## config.mk

```make
export PLATFORM = sky130hd
export DESIGN_NAME = context_bit_regfile
export DESIGN_NICKNAME = d
export VERILOG_FILES = /design/src/rtl/cabac_rate_pkg.sv /design/src/rtl/context_bit_regfile.sv
export SDC_FILE = /design/constraint.sdc
export NUM_CORES = 1
export LEC_CHECK = 0
export ABC_CLOCK_PERIOD_IN_PS = 5360
export BUFFER_PORTS_ARGS = -buffer_cell sky130_fd_sc_hd__buf_2
export CAP_MARGIN = 20
export CORE_MARGIN = 10
export CORE_UTILIZATION = 50
export DETAILED_ROUTE_END_ITERATION = 8
export PLACE_DENSITY = 0.65
export SYNTH_ARGS = -nofsm -noshare
export SYNTH_HDL_FRONTEND = slang
export SYNTH_SLANG_ARGS = --single-unit
```

## constraint.sdc

```tcl
create_clock -name clk -period 5.36 [get_ports clk]
set_input_delay 0.268 -clock clk [delete_from_list [all_inputs] [get_ports clk]]
set_output_delay 0.268 -clock clk [all_outputs]
set_load 0.1 [all_outputs]
```

## src/rtl/cabac_rate_pkg.sv

```systemverilog
// Shared definitions for the CABAC rate estimator: cost format and the
// reset initialisation tables used by the per-context cost register files.
package cabac_rate_pkg;

  localparam int COST_W    = 16;
  localparam int COST_FRAC = 12;

  // Unsigned Q4.12 fractional-bit cost.
  typedef logic [COST_W-1:0] cost_t;

  localparam cost_t COST_ONE_BIT = 16'h1000;

  typedef enum logic [0:0] {
    CTX_TYPE_EQUIPROB = 1'b0,
    CTX_TYPE_SKEWED   = 1'b1
  } ctx_type_e;

  // Reset cost for (table class, context, bin). Contexts beyond the 5-bit
  // read address space have no table entry and return zero.
  function automatic cost_t init_cost(input int ctx_type, input int ctx_idx, input logic bin);
    cost_t c;
    c = COST_ONE_BIT;
    if (ctx_type == int'(CTX_TYPE_SKEWED)) begin
      c = bin ? 16'h1C00 : 16'h0800;
    end
    if (ctx_idx < 0 || ctx_idx > 31) begin
      c = '0;
    end
    return c;
  endfunction

endpackage

```

## src/rtl/context_bit_regfile.sv

```systemverilog
// Per-context bin0/bin1 bit-cost storage for the RDOQ rate estimator.
// Entries load from the init table while reset is low, take one write per
// clock from the cost update stage, and are read combinationally.
module context_bit_regfile
  import cabac_rate_pkg::*;
#(
  parameter int NUM_CTX  = 8,
  parameter int CTX_TYPE = 0
) (
  input  logic        clk,
  input  logic        rst_n,
  input  logic        we,
  input  logic [7:0]  ctx_addr,
  input  logic        bin_val,
  input  logic [15:0] bit_cost_in,
  input  logic [4:0]  read_ctx_addr,
  input  logic        read_bin_sel,
  output logic [15:0] bit_cost_out,
  output logic [15:0] bit_cost_out0,
  output logic [15:0] bit_cost_out1
);

  // Write interface: we is a single-cycle strobe with no backpressure; every
  // rising edge with we high commits exactly one write, so back-to-back
  // strobes are all applied. An address outside 0..NUM_CTX-1 (full 8-bit
  // compare) is dropped without touching any entry.

  cost_t cost0 [NUM_CTX];
  cost_t cost1 [NUM_CTX];

  // Table load while in reset; otherwise commit the strobed write to one bin.
  always_ff @(posedge clk or negedge rst_n) begin
    if (!rst_n) begin
      for (int i = 0; i < NUM_CTX; i++) begin
        cost0[i] <= init_cost(CTX_TYPE, i, 1'b0);
        cost1[i] <= init_cost(CTX_TYPE, i, 1'b1);
      end
    end else if (we) begin
      for (int i = 0; i < NUM_CTX; i++) begin
        if (int'(ctx_addr) == i) begin
          if (bin_val) begin
            cost1[i] <= bit_cost_in;
          end else begin
            cost0[i] <= bit_cost_in;
          end
        end
      end
    end
  end

  // Zero-latency read; an address with no stored context reads as zero.
  always_comb begin
    bit_cost_out0 = '0;
    bit_cost_out1 = '0;
    for (int i = 0; i < NUM_CTX; i++) begin
      if (int'(read_ctx_addr) == i) begin
        bit_cost_out0 = cost0[i];
        bit_cost_out1 = cost1[i];
      end
    end
    bit_cost_out = read_bin_sel ? bit_cost_out1 : bit_cost_out0;
  end

endmodule

```

# Word level (Yosys, flattened, before mapping)
# Index checks and enable logic that the tools add are counted.
# totals
register_bits	256
latchBits	0
ram_bits	0
romBits	0
out_inout_bits	48
elab_cells	66
n_memories	0
# op_classes
addsub	0
multipliers	0
div	0
order_cmp	0
eq_ne	14
shift	0
mux	17
bitwise	1
n_reduce_logical	18
# op_table
op	n
two-way mux 16 bit	17
AND reduction 3 bit	16
== test 8 x 4 -> 1 bit, second input constant	4
== test 5 x 4 -> 1 bit, second input constant	4
== test 8 x 3 -> 1 bit, second input constant	2
== test 5 x 3 -> 1 bit, second input constant	2
== test 8 x 2 -> 1 bit, second input constant	1
logical NOT 8 bit	1
== test 5 x 2 -> 1 bit, second input constant	1
logical NOT 5 bit	1
inverter 1 bit	1

# Logic depth before layout (Yosys ltp)
# logic_depth
word_depth	10
ltp_mapped	9
ltp_nobuf	5

# Worst setup path before layout
# No wires, ideal clock.
# synth_timing
kind	input to output
from	in read_ctx_addr[0]
to	out bit_cost_out[5]
arrival_ns	4.298
setup_slack_ns	0.794
path_stages	6
path_buffers	3
cell_sequence	buf_2 clkbuf_1 clkbuf_1 a211oi_1 o31ai_1 mux2_2
# synth_between
elab_chain_len	10
elab_cells_between_ends	25
# synth_lines
element	line_no	source
start: declaration	context_bit_regfile.sv:16	input logic [4:0] read_ctx_addr,
logical NOT 5 bit	context_bit_regfile.sv:56	if (int'(read_ctx_addr) == i) begin
two-way mux 16 bit (7 in a row)	context_bit_regfile.sv:56	
two-way mux 16 bit *	context_bit_regfile.sv:56	
named net bit_cost_out0[5]	context_bit_regfile.sv:19	output logic [15:0] bit_cost_out0,
two-way mux 16 bit *	context_bit_regfile.sv:61	bit_cost_out = read_bin_sel ? bit_cost_out1 : bit_cost_out0;
end: declaration	context_bit_regfile.sv:18	output logic [15:0] bit_cost_out,
# The timed path passes the listed nets; every way through them passes the cells marked *.

# Worst setup path after layout
# layout_timing
from	in read_ctx_addr[1]
to	out bit_cost_out[7]
# layout_between
elab_chain_len	10
elab_cells_between_ends	25
# layout_lines
element	line_no
logical NOT 5 bit	context_bit_regfile.sv:56
two-way mux 16 bit (8 in a row)	context_bit_regfile.sv:56
two-way mux 16 bit *	context_bit_regfile.sv:61
# Mark *: on every way between the ends. The rest lies on a longest branch, timed or not.

==> metrics <==
clock share of power=43.3%; Setup CP Type=in -> out; crit-path max FO=41; Worst-path clk slew=0.06 ns; final-report setup violation count=0; post-CTS sizing=0; Relative slew margins=25.4%; post-synthesis sequential area ratio=52.0%; H-tree depth=1; number of CTS-inserted buffers=29; post-DP HPWL=22,000 um; register bit total from synthesis=256; largest net degree at the start of global routing=142; delay-heaviest family, CP=buffers and inverters; x dimension of the die=177 um; max cap viols=0; Root Driver=clkbuf_16; CTS tree=done; critical path capture point type=output pin; Sum Neg Setup Slack=0 ns; Net Sw Frac=25.3%; post-synth top area cell=dfrtp_1; clk buf depth=3; Fill cells=2,020; Max Transition Viols Final=0; area fraction of the dominant cell type after synthesis=48.6%; status=completed; drt first pass iters=5; GP Congestion=0.809; hold_ws=~0.19 ns; warnings from Yosys=0; Layout Utilization=57.6%; Leakage=between 6 and 7 nW; Worst path slowest cell=nor3_4; Final Skew=0 ns; clk_lat worst skew=0.54 ns; FF-to-FF path depth=1; CP required=5.09 ns; Max IR drop VDD=0.252 mV; # IOs=82; P per Cell Area=between 300 and 400 nW/um^2; die height=177 um; Final ANT Viol Nets=0; synth unique cells=between 50 and 60; All-Layer GR Usage=a little under a quarter; DRC violations left=0; Layout Nets=approximately 1,100; Arr. time, crit path=between 3 and 4 ns; violation count after the first detailed-route iteration=815; Hold Crit Depth=2; grt total ovfl=0; Initial Util=50.8%; number of cells on the critical path=7; DR WL/cell=~25 um; FP Rows=57; die area=about 31,000 um^2; HP Class=in -> reg; total power=4.24 mW; Final Cycle Share=68.1%; Period minus WS final=about 3.6 ns; FF-to-FF setup slack=roughly 4.6 ns; critical-path cell list=buf_4, clkinv_1, nor3_4, a221oi_1, a21oi_1, mux2_2, buf_2; Critical path buffers and inverters=3; RSZ-0062 raised after global routing=false; core footprint=24,300 um^2; Hold Fails Final Rpt=0; Gate power share=9.1%; Mapped Cells=1,004; internal power=approximately 3.2 mW; Top FF cell, synth=dfrtp_1; Worst-Margin Slew=1.12 ns; slowest stage delay, CP=0.92 ns; Syn Std Cell Area=12,400 um^2; Max Fclk=274 MHz; initial antenna violation count=3; # placed instances=1,358; largest cells by area after synthesis=dfrtp_1 49%, mux2_2 25%, dfstp_2 3.4%; Syn Nets=1,038; vias in the first global route=8,796; final instance count without filler cells=around 1,400; Seq pwr share=a little under half; asr flop ratio synth=100%; vias=roughly 8,700; via-per-instance ratio=6.15; Setup crit start kind=primary input; total wire length=approximately 36,000 um; Area Overhead vs Synth=13.3%; global-route wire length before repair=55,100 um; syn_area_per_cell=12.3 um^2; PortBufs=between 80 and 90; layout cells sized above 1=approximately 42%; CTS sink count=256; Psw=approximately 1.1 mW; Post-synth EDFFs=0
-- path summary, 6_finish.rpt --
check                                  from              end
setup reg to reg                 cost0[100]       cost0[100]
hold reg to reg                   cost1[98]        cost1[98]
setup / recovery           read_ctx_addr[1]  bit_cost_out[7]
min in group asynchronous             rst_n        cost0[81]
hold / removal               bit_cost_in[2]        cost0[82]
max in group asynchronous             rst_n       cost0[107]
-- synthesized netlist by cell type, types with 6 or more instances --
cell / count
mux2_2: 271
dfrtp_1: 240
clkbuf_1: 52
nor2_1: 46
nand2_1: 43
a21oi_1: 39
mux2i_1: 27
o21ai_0: 26
buf_2: 19
nor2b_1: 18
a221oi_1: 16
dfstp_2: 16
o211ai_1: 15
o2bb2ai_1: 13
a22o_1: 12
nand3b_1: 12
or3_1: 11
nand2b_1: 10
o22ai_1: 10
nand3_1: 9
inv_1: 8
a21o_1: 6
a31oi_1: 6
buf_1: 6
o32ai_1: 6
-- layout make-up --
cell class	instances	area (um^2)	area share, %
clock inverters	4	23.8	0.170
multi-input cells	657	5560	39.7
clock buffers	49	851	6.08
flip-flops and latches	256	6430	45.9
diodes	2	5.00	0.0357
repair buffers	112	693	4.95
inverters	10	37.5	0.268
well taps	324	405	2.90
-- cells by family (layout without fill, tap and decap cells) --
group | count (synthesis) | after routing | share of synthesized area (%)
and+or+nand+nor | 175 | 175 | 7.58
buffers and inverters | 91 | 175 | 3.11
muxes | 298 | 298 | 26.9
DFF | 256 | 256 | 52.0
other | 0 | 2 | 0
AOI/OAI and AO/OA | 184 | 184 | 10.5
-- metal layers --
layer	track usage, %	share of wire (%)	vias to the layer above
li1	-	-	3808
met1	30.8	43	4506
met2	37.8	48	329
met3	3.67	7.0	55
met4	5.01	2.0	2
met5	0	0.033	-
-- power groups by stage --
stage	sequential (mW)	combinational (mW)	clock (mW)
finish	2.01	0.385	1.84
global route	2.02	0.415	1.94
CTS	2.01	0.386	1.86
detailed placement	2.05	0.385	0
global placement	2.05	0.381	0
floorplan	2.04	0.254	0
-- state kept, by name, indices dropped and copies added (netlist names) --
signal / count
cost0: 128
cost1: 128
-- placed cells by master (no fill, tap or decap), drive strengths merged, types with 6 or more instances in the layout --
master,count
mux2,271
dfrtp,240
buf,111
clkbuf,49
nor2,48
nand2,43
a21oi,39
mux2i,27
o21ai,26
nor2b,18
a221oi,16
dfstp,16
o211ai,15
o2bb2ai,13
a22o,12
nand3b,12
or3,11
o22ai,10
nand2b,10
nand3,10
inv,9
nor3,8
a21o,6
o32ai,6
a31oi,6
nor3b,6
-- repair_timing --
action	in CTS	in global routing
hold endpoints to repair	140	0
setup buffers	0	0
hold buffers	1	0
-- stage by stage --
stage / area, um^2 / setup WS, ns
2_1_floorplan: 12400 / 0.794
3_3_place_gp: 13100 / 1.87
3_5_place_dp: 13100 / 1.80
4_1_cts: 14000 / 1.75
5_1_grt: 14000 / 1.59
6_report: 14000 / 1.71
Note: power is estimated with default switching activity, not from simulation.
